[config.mk]
export PLATFORM = sky130hd
export DESIGN_NAME = usart_rx
export DESIGN_NICKNAME = d
export VERILOG_FILES = /design/src/rtl/usart_pkg.sv /design/src/rtl/usart_sync2.sv /design/src/rtl/usart_rx.sv
export SDC_FILE = /design/constraint.sdc
export NUM_CORES = 1
export LEC_CHECK = 0
export ABC_AREA = 1
export CAP_MARGIN = 20
export CORE_MARGIN = 2
export CORE_UTILIZATION = 25
export DETAILED_ROUTE_END_ITERATION = 8
export DONT_BUFFER_PORTS = 1
export GPL_TIMING_DRIVEN = 0
export PLACE_DENSITY = 0.49
export SETUP_SLACK_MARGIN = 0.5
export SLEW_MARGIN = 15
export SYNTH_ARGS = -nofsm -noshare
export SYNTH_HDL_FRONTEND = slang
export SYNTH_SLANG_ARGS = --single-unit
[constraint.sdc]
create_clock -name clk -period 3.5 [get_ports clk]
set_input_delay 0.7 -clock clk [delete_from_list [all_inputs] [get_ports clk]]
set_output_delay 0.7 -clock clk [all_outputs]
set_load 0.01 [all_outputs]
[src/rtl/usart_pkg.sv]
// Shared definitions for the USART family: receiver state encoding,
// baud divisor helper and default parameter values.
package usart_pkg;

  localparam int DEF_CLK_FREQ  = 100000000;
  localparam int DEF_BAUD_RATE = 115200;
  localparam int DEF_DATA_BIT  = 8;

  typedef enum logic [2:0] {
    RX_IDLE,
    RX_START,
    RX_DATA,
    RX_STOP,
    RX_WAIT_IDLE
  } rx_state_t;

  function automatic int clks_per_bit(input int clk_freq, input int baud_rate);
    return clk_freq / baud_rate;
  endfunction

endpackage

[src/rtl/usart_sync2.sv]
// Two-flop synchronizer for an asynchronous single-bit input; both flops
// load RESET_VAL while reset is low.
module usart_sync2 #(
  parameter logic RESET_VAL = 1'b1
) (
  input  logic clk,
  input  logic reset,
  input  logic d,
  output logic q
);

  logic meta;

  always_ff @(posedge clk) begin
    if (!reset) begin
      meta <= RESET_VAL;
      q    <= RESET_VAL;
    end else begin
      meta <= d;
      q    <= meta;
    end
  end

endmodule

[src/rtl/usart_rx.sv]
// Asynchronous serial receiver: mid-bit sampling FSM feeding a one-entry
// holding register with valid/ack handshake, framing error and overrun pulses.
//
// state        | meaning
// RX_IDLE      | line idle, waiting for a low on rx_s
// RX_START     | half-bit wait, then confirm the start bit is still low
// RX_DATA      | sample DATA_BIT data bits at mid-bit, LSB first
// RX_STOP      | sample the stop bit at mid-bit
// RX_WAIT_IDLE | after a framing error, wait for the line to return high
module usart_rx
  import usart_pkg::*;
#(
  parameter int CLK_FREQ  = DEF_CLK_FREQ,
  parameter int BAUD_RATE = DEF_BAUD_RATE,
  parameter int DATA_BIT  = DEF_DATA_BIT
) (
  input  logic                clk,
  input  logic                reset,
  input  logic                rx,
  input  logic                rx_ack,
  output logic [DATA_BIT-1:0] rx_data,
  output logic                rx_valid,
  output logic                frame_err,
  output logic                overrun,
  output logic                busy
);

  localparam int CLKS_PER_BIT = clks_per_bit(CLK_FREQ, BAUD_RATE);
  localparam int HALF_BIT     = CLKS_PER_BIT / 2;
  localparam int CNT_W        = (CLKS_PER_BIT > 1) ? $clog2(CLKS_PER_BIT) : 1;

  logic                rx_s;
  rx_state_t           state, state_nxt;
  logic [CNT_W-1:0]    cnt, cnt_nxt;
  logic [2:0]          bit_idx, bit_idx_nxt;
  logic [DATA_BIT-1:0] shift_q, shift_nxt;
  logic                frame_ok, frame_bad;
  logic                done_ok_q, done_bad_q;

  usart_sync2 #(.RESET_VAL(1'b1)) u_sync_rx (
    .clk  (clk),
    .reset(reset),
    .d    (rx),
    .q    (rx_s)
  );

  always_ff @(posedge clk) begin
    if (!reset) begin
      state   <= RX_IDLE;
      cnt     <= '0;
      bit_idx <= '0;
      shift_q <= '0;
    end else begin
      state   <= state_nxt;
      cnt     <= cnt_nxt;
      bit_idx <= bit_idx_nxt;
      shift_q <= shift_nxt;
    end
  end

  always_comb begin
    state_nxt   = state;
    cnt_nxt     = cnt;
    bit_idx_nxt = bit_idx;
    shift_nxt   = shift_q;
    frame_ok    = 1'b0;
    frame_bad   = 1'b0;
    case (state)
      RX_IDLE: begin
        cnt_nxt = '0;
        if (!rx_s) state_nxt = RX_START;
      end
      RX_START: begin
        if (cnt == CNT_W'(HALF_BIT - 1)) begin
          cnt_nxt     = '0;
          bit_idx_nxt = '0;
          state_nxt   = rx_s ? RX_IDLE : RX_DATA;
        end else begin
          cnt_nxt = cnt + 1'b1;
        end
      end
      RX_DATA: begin
        if (cnt == CNT_W'(CLKS_PER_BIT - 1)) begin
          cnt_nxt            = '0;
          shift_nxt[bit_idx] = rx_s;
          if (bit_idx == 3'(DATA_BIT - 1)) state_nxt = RX_STOP;
          else bit_idx_nxt = bit_idx + 3'd1;
        end else begin
          cnt_nxt = cnt + 1'b1;
        end
      end
      RX_STOP: begin
        if (cnt == CNT_W'(CLKS_PER_BIT - 1)) begin
          cnt_nxt = '0;
          if (rx_s) begin
            frame_ok  = 1'b1;
            state_nxt = RX_IDLE;
          end else begin
            frame_bad = 1'b1;
            state_nxt = RX_WAIT_IDLE;
          end
        end else begin
          cnt_nxt = cnt + 1'b1;
        end
      end
      RX_WAIT_IDLE: begin
        cnt_nxt = '0;
        if (rx_s) state_nxt = RX_IDLE;
      end
      default: state_nxt = RX_IDLE;
    endcase
  end

  // Frame outcome is staged one cycle before it reaches the holding register;
  // shift_q cannot change in that cycle because the FSM is back in IDLE/WAIT.
  always_ff @(posedge clk) begin
    if (!reset) begin
      done_ok_q  <= 1'b0;
      done_bad_q <= 1'b0;
      rx_data    <= '0;
      rx_valid   <= 1'b0;
      frame_err  <= 1'b0;
      overrun    <= 1'b0;
    end else begin
      done_ok_q  <= frame_ok;
      done_bad_q <= frame_bad;
      frame_err  <= done_bad_q;
      overrun    <= 1'b0;
      if (done_ok_q) begin
        rx_data  <= shift_q;
        rx_valid <= 1'b1;
        overrun  <= rx_valid && !rx_ack;
      end else if (rx_ack) begin
        rx_valid <= 1'b0;
      end
    end
  end

  assign busy = (state != RX_IDLE);

endmodule

-- Word level (Yosys, flattened, before mapping)
Cells that the tools add are included.
- add/subtract/negate cells: 2
- equality and inequality tests: 14
- muxes and demuxes: 23
- order comparisons: 2
- reduce and logical (&&, ||, !) cells: 15
- operator list (kind ; count):
    $mux W3 ; 10
    $pmux W10 S3 ; 1
    $mux W10 ; 2
    $pmux W3 S5 ; 1
    $ne A2 B2 Y1 const B ; 6
    $add A10 B1 Y10 const B ; 1
    $eq A10 B10 Y1 const B ; 1
    $eq A10 B9 Y1 const B ; 1
    $bwmux W8 ; 1
    $eq A3 B2 Y1 const B ; 2
    $eq A3 B3 Y1 const B ; 2
    $pmux W3 S2 ; 1
    $reduce_and A6 Y1 ; 1
    $reduce_bool A3 Y1 ; 2
    $mux W1 ; 5
    $lt A3 B4 Y1 const B ; 1
    $reduce_and A2 Y1 ; 2
    $reduce_and A4 Y1 ; 1
    $reduce_bool A2 Y1 ; 2
    $reduce_or A2 Y1 ; 2
    $add A3 B1 Y3 const B ; 1
    $demux W1 S3 ; 1
    $eq A3 B1 Y1 const B ; 1
    $ge A3 B1 Y1 const B ; 1
    6 further kinds ; 7
- bits of input ports: 4
- logic and storage cells: 68
- output and inout port bits: 12
- bits in registers: 39

-- Longest topological paths before layout
- depth in word-level cells: 5
- gate-level depth with buffers: 11
- gate-level depth less buffers: 11

-- Hierarchy
From an unflattened synthesis, not the netlist that was laid out.
- cell total of the unflattened synthesis: 284
- area, all modules: 1876.8 sq um
- by module, submodules not included (module ; instances ; seq. area each (sq um) ; area each (sq um) ; cells each):
    usart_rx ; 1 ; 740.7 ; 1821.7 ; 278
    usart_sync2 ; 1 ; 40.0 ; 55.1 ; 6

-- Worst setup path before layout
Ideal clock, no wire load.
- path kind: input port to flip-flop
- start: in reset
- end: reg u_sync_rx.meta
- setup time: 123 ps
- setup slack: 2126 ps
- data required time: 3377 ps
- arrival time: 1250 ps
- stages: 3
- path buffers: 1
- path through: clkbuf_1 inv_1 or2_2
- RTL lines (what ; RTL line ; source):
    start, declared ; usart_rx.sv:18 ; input logic reset,
    end signal, assigned ; usart_sync2.sv:16 ; meta <= RESET_VAL;
    end signal, assigned ; usart_sync2.sv:19 ; meta <= d;
    end, declared ; usart_sync2.sv:12 ; logic meta;
No word-level cell between the ends.

-- Final worst setup path
- start: reg state[2]
- end: out busy
- cells in the longest elaborated chain, start to end: 1
- ends and longest elaborated chain (what ; RTL line ; source):
    start, declared ; usart_rx.sv:33 ; rx_state_t state, state_nxt;
    start signal, assigned ; usart_rx.sv:54 ; state <= state_nxt;
    $reduce_bool A3 Y1 ; usart_rx.sv:139 ; assign busy = (state != RX_IDLE);
    end, declared ; usart_rx.sv:25 ; output logic busy
No other way between the ends.

==> parameters.txt <==
Parameter                              Value

Setup path
  Endpoint required time on the critical path    approximately 2.8 ns
  CP Class    reg2out
  Worst setup path startpoint    state[2]
  Arrival time worst endpoint    around 0.97 ns
  Worst R2R Start    cnt[0]
  Biggest fanout along the worst timing path    8
  Crit path capture type    output port
  CP Launch Type    flop

Floorplanning
  Die width    90.3 um
  Y dimension of the die    90.3 um
  Floorplan Core Area    7210 um2
  Placement Rows    31
  I/O Pins    16
  Area enclosed by the die boundary    between 8000 and 9000 um2
  Initial cell density of the core    25.8%

Clocking
  TritonCTS clock tree    yes
  H-tree Lvls    2
  Source-to-sink clock delay at the later pin of the worst-skew pair    0.29 ns
  Post-cts repair resize count    0
  Post-CTS repair timing setup buffer count    0
  Clock-pin slew on the worst setup and hold paths    0.07 ns
  Clock sink count    39
  Root buffer cell    sky130_fd_sc_hd__clkbuf_8
  CTS Buf Count    5
  Maximum number of buffers from clock root to sink    2
  Count of hold-fix buffers inserted at cts    0

Place
  Port Buffer Count    0
  Placer Congestion    between 0.7 and 0.8
  Placed insts    about 360
  DPL Wire Length    2830 um

Global route
  Largest net degree at the start of global routing    13
  GRT Resource Usage Total    between 10% and 20%
  Global-route congestion overflow total    0
  Global-route wire length before repair    6970 um
  Number of global-route vias before repair    1546
  Antenna violations before repair    0

Hold path
  Type of the most critical hold path    reg2reg
  Min-delay src    u_sync_rx.meta

Power and ir drop
  Static leakage    0.000906 uW
  Overall Power    1320 uW
  Peak VDD IR    229 uV
  Power Dens Cells    roughly 630 nW/um2

Routing
  Total number of vias    1537
  Antenna Violating Nets Remaining    0
  Number of violations reported at the end of detailed-routing iteration 0    77
  First-pass iteration count of the detailed router    4
  DRC Markers    0
  Total Wirelength    3860 um
  Routed wire length per instance    10.4 um
  Via count normalized by instance count    4.13

Synthesis
  Mux share of post-synthesis cell area    0%
  Post-synth cell types    25
  Parity-gate share of the synthesized area counting xor and xnor cells    2.35%
  Gate count after technology mapping    265
  Combined area of all synthesized cells    1860 um2
  Fraction of post-synthesis cell area in the top cell type by area    a little over two fifths
  Mean instance size in the synthesized netlist    approximately 7 um2
  Synth area leader    sky130_fd_sc_hd__dfxtp_1
  Post-synthesis net count    273
  Complex-gate fraction of the synthesized area    6.72%
  Number of synthesized register bits    39
  Area share of fa/ha/maj cells after synthesis    2.69%
  Synth warn    0
  Main combinational cell family by area after synthesis    simple AND/OR/NAND/NOR gates
  Sequential cell area fraction in the yosys report    41.9%
  Area fraction in and, or, nand and nor cells after synthesis    37.1%
  Ranking of synthesized cells by area    sky130_fd_sc_hd__dfxtp_1 (42%), sky130_fd_sc_hd__nand2_1 (11%), sky130_fd_sc_hd__nor2_1 (9.7%), sky130_fd_sc_hd__inv_1 (6.5%), sky130_fd_sc_hd__nand3_1 (4.8%)

Cells and area
  Antenna cells    0
  Fraction of layout cells with a size suffix above 1    approximately 12%
  Top library cells by usage in the layout, fill and taps aside    sky130_fd_sc_hd__nand2_1 (56), sky130_fd_sc_hd__nor2_1 (48), sky130_fd_sc_hd__dfxtp_1 (39)
  Filler cells    804
  Number of nets at the end of the flow    280
  Relative area change from synthesis to final layout    13.0%
  Most frequent standard cell in the layout excluding fill and tap cells    sky130_fd_sc_hd__nand2_1
  Final Non-Filler Cells    around 370

Timing
  Slew Limit Fails    0
  RSZ-0062 raised after global routing    false
  Share of the cycle needed by the critical path after routing    about 48%
  Clock tree skew after final layout    roughly 0.0083 ns
  Timing-limited maximum frequency    600 MHz
  Total Negative Setup Slacks    0 ns
  Final number of hold-violating endpoints    0
  Endpoints failing setup    0
  Fin crit period    roughly 1.7 ns
  Worst slew margin relative to its limit    67.6%
  Slew @ Worst Pin    between 0.4 and 0.5 ns

Run
  Number of maximum-capacitance constraint violations    0

Outcome
  Status    finished, final reports clean
-- synth_stat cells --
| master | instances |
|---|---|
| sky130_fd_sc_hd__inv_2 | 4 |
| sky130_fd_sc_hd__dfxtp_1 | 39 |
| sky130_fd_sc_hd__nand4_1 | 3 |
| sky130_fd_sc_hd__nand2_2 | 6 |
| sky130_fd_sc_hd__nand3_1 | 18 |
| sky130_fd_sc_hd__o21ai_0 | 12 |
| sky130_fd_sc_hd__inv_1 | 32 |
| sky130_fd_sc_hd__nor2_1 | 48 |
| sky130_fd_sc_hd__and3_1 | 1 |
| sky130_fd_sc_hd__nand3b_1 | 1 |
| sky130_fd_sc_hd__nor3_2 | 1 |
| sky130_fd_sc_hd__xor2_1 | 5 |
| sky130_fd_sc_hd__nand2_1 | 56 |
| sky130_fd_sc_hd__nor3_1 | 1 |
| sky130_fd_sc_hd__nor2_2 | 4 |
| sky130_fd_sc_hd__or2_2 | 2 |
| sky130_fd_sc_hd__nand3_2 | 2 |
| sky130_fd_sc_hd__clkbuf_1 | 4 |
| sky130_fd_sc_hd__nor3_4 | 2 |
| sky130_fd_sc_hd__ha_1 | 4 |
| sky130_fd_sc_hd__a21oi_1 | 13 |
| sky130_fd_sc_hd__nor2_4 | 2 |
| sky130_fd_sc_hd__buf_6 | 1 |
| sky130_fd_sc_hd__buf_2 | 2 |
| sky130_fd_sc_hd__or2_0 | 2 |
-- metal layers --
metal | share of wire, % | GRT usage, % | vias up
li1 | - | - | 829
met1 | 50 | 13.1 | 683
met2 | 46 | 17.5 | 21
met3 | 2.7 | 2.17 | 4
met4 | 1.4 | 3.85 | 0
met5 | 0 | 0 | -
-- final timing paths --
| path | slack, ns | depth (start not counted) | endpoint |
|---|---|---|---|
| max | 1.83 | 3 | busy |
| min | 0.41 | 1 | u_sync_rx.q |
| max reg2reg | 1.91 | 7 | shift_q[3] |
| min reg2reg | 0.41 | 1 | u_sync_rx.q |
-- cell type report --
| type | instances | area (um2) | share of cell area (%) |
|---|---|---|---|
| Inverter | 36 | 135 | 6.42 |
| Sequential cell | 39 | 781 | 37.1 |
| Multi-Input combinational cell | 183 | 910 | 43.2 |
| Clock inverter | 2 | 35.0 | 1.67 |
| Tap cell | 99 | 124 | 5.89 |
| Clock buffer | 6 | 82.6 | 3.93 |
| Buffer | 7 | 36.3 | 1.73 |
-- power breakdown --
| group | leakage [uW] | internal, uW | switching, uW |
|---|---|---|---|
| logic | 0.000529 | 136 | 269 |
| registers | 0.000316 | 481 | 42.7 |
| clock network | 0.0000612 | 231 | 157 |
-- critical path, cell delays in order, from the launching register on --
cell and delay (ns):
sky130_fd_sc_hd__dfxtp_1 0.33, sky130_fd_sc_hd__buf_6 0.14, sky130_fd_sc_hd__inv_1 0.08, sky130_fd_sc_hd__nand2_1 0.14
-- cells by family (layout without fill, tap and decap cells) --
| logic type | Yosys count | in the layout |
|---|---|---|
| compound gates | 25 | 25 |
| simple gates | 149 | 149 |
| buf+inv | 43 | 51 |
| xor+xnor | 5 | 5 |
| flops | 39 | 39 |
| fa+ha+maj | 4 | 4 |
-- stage by stage --
step	util, %	worst slack (ns)	hold WS, ns	cell area [um2]
3_5_place_dp	27.5	1.79	0.398	1990
4_1_cts	29.2	1.82	0.417	2100
5_1_grt	29.2	1.67	0.432	2100
6_report	29.2	1.83	0.415	2100
3_3_place_gp	27.5	1.82	0.399	1990
2_1_floorplan	-	2.13	0.390	1860
-- sequential cells by signal, indices dropped and copies added (netlist names), 3 cells and up --
register / cells
bit_idx: 3
cnt: 10
rx_data: 8
shift_q: 8
state: 3
(Power assumes the default switching activity.)
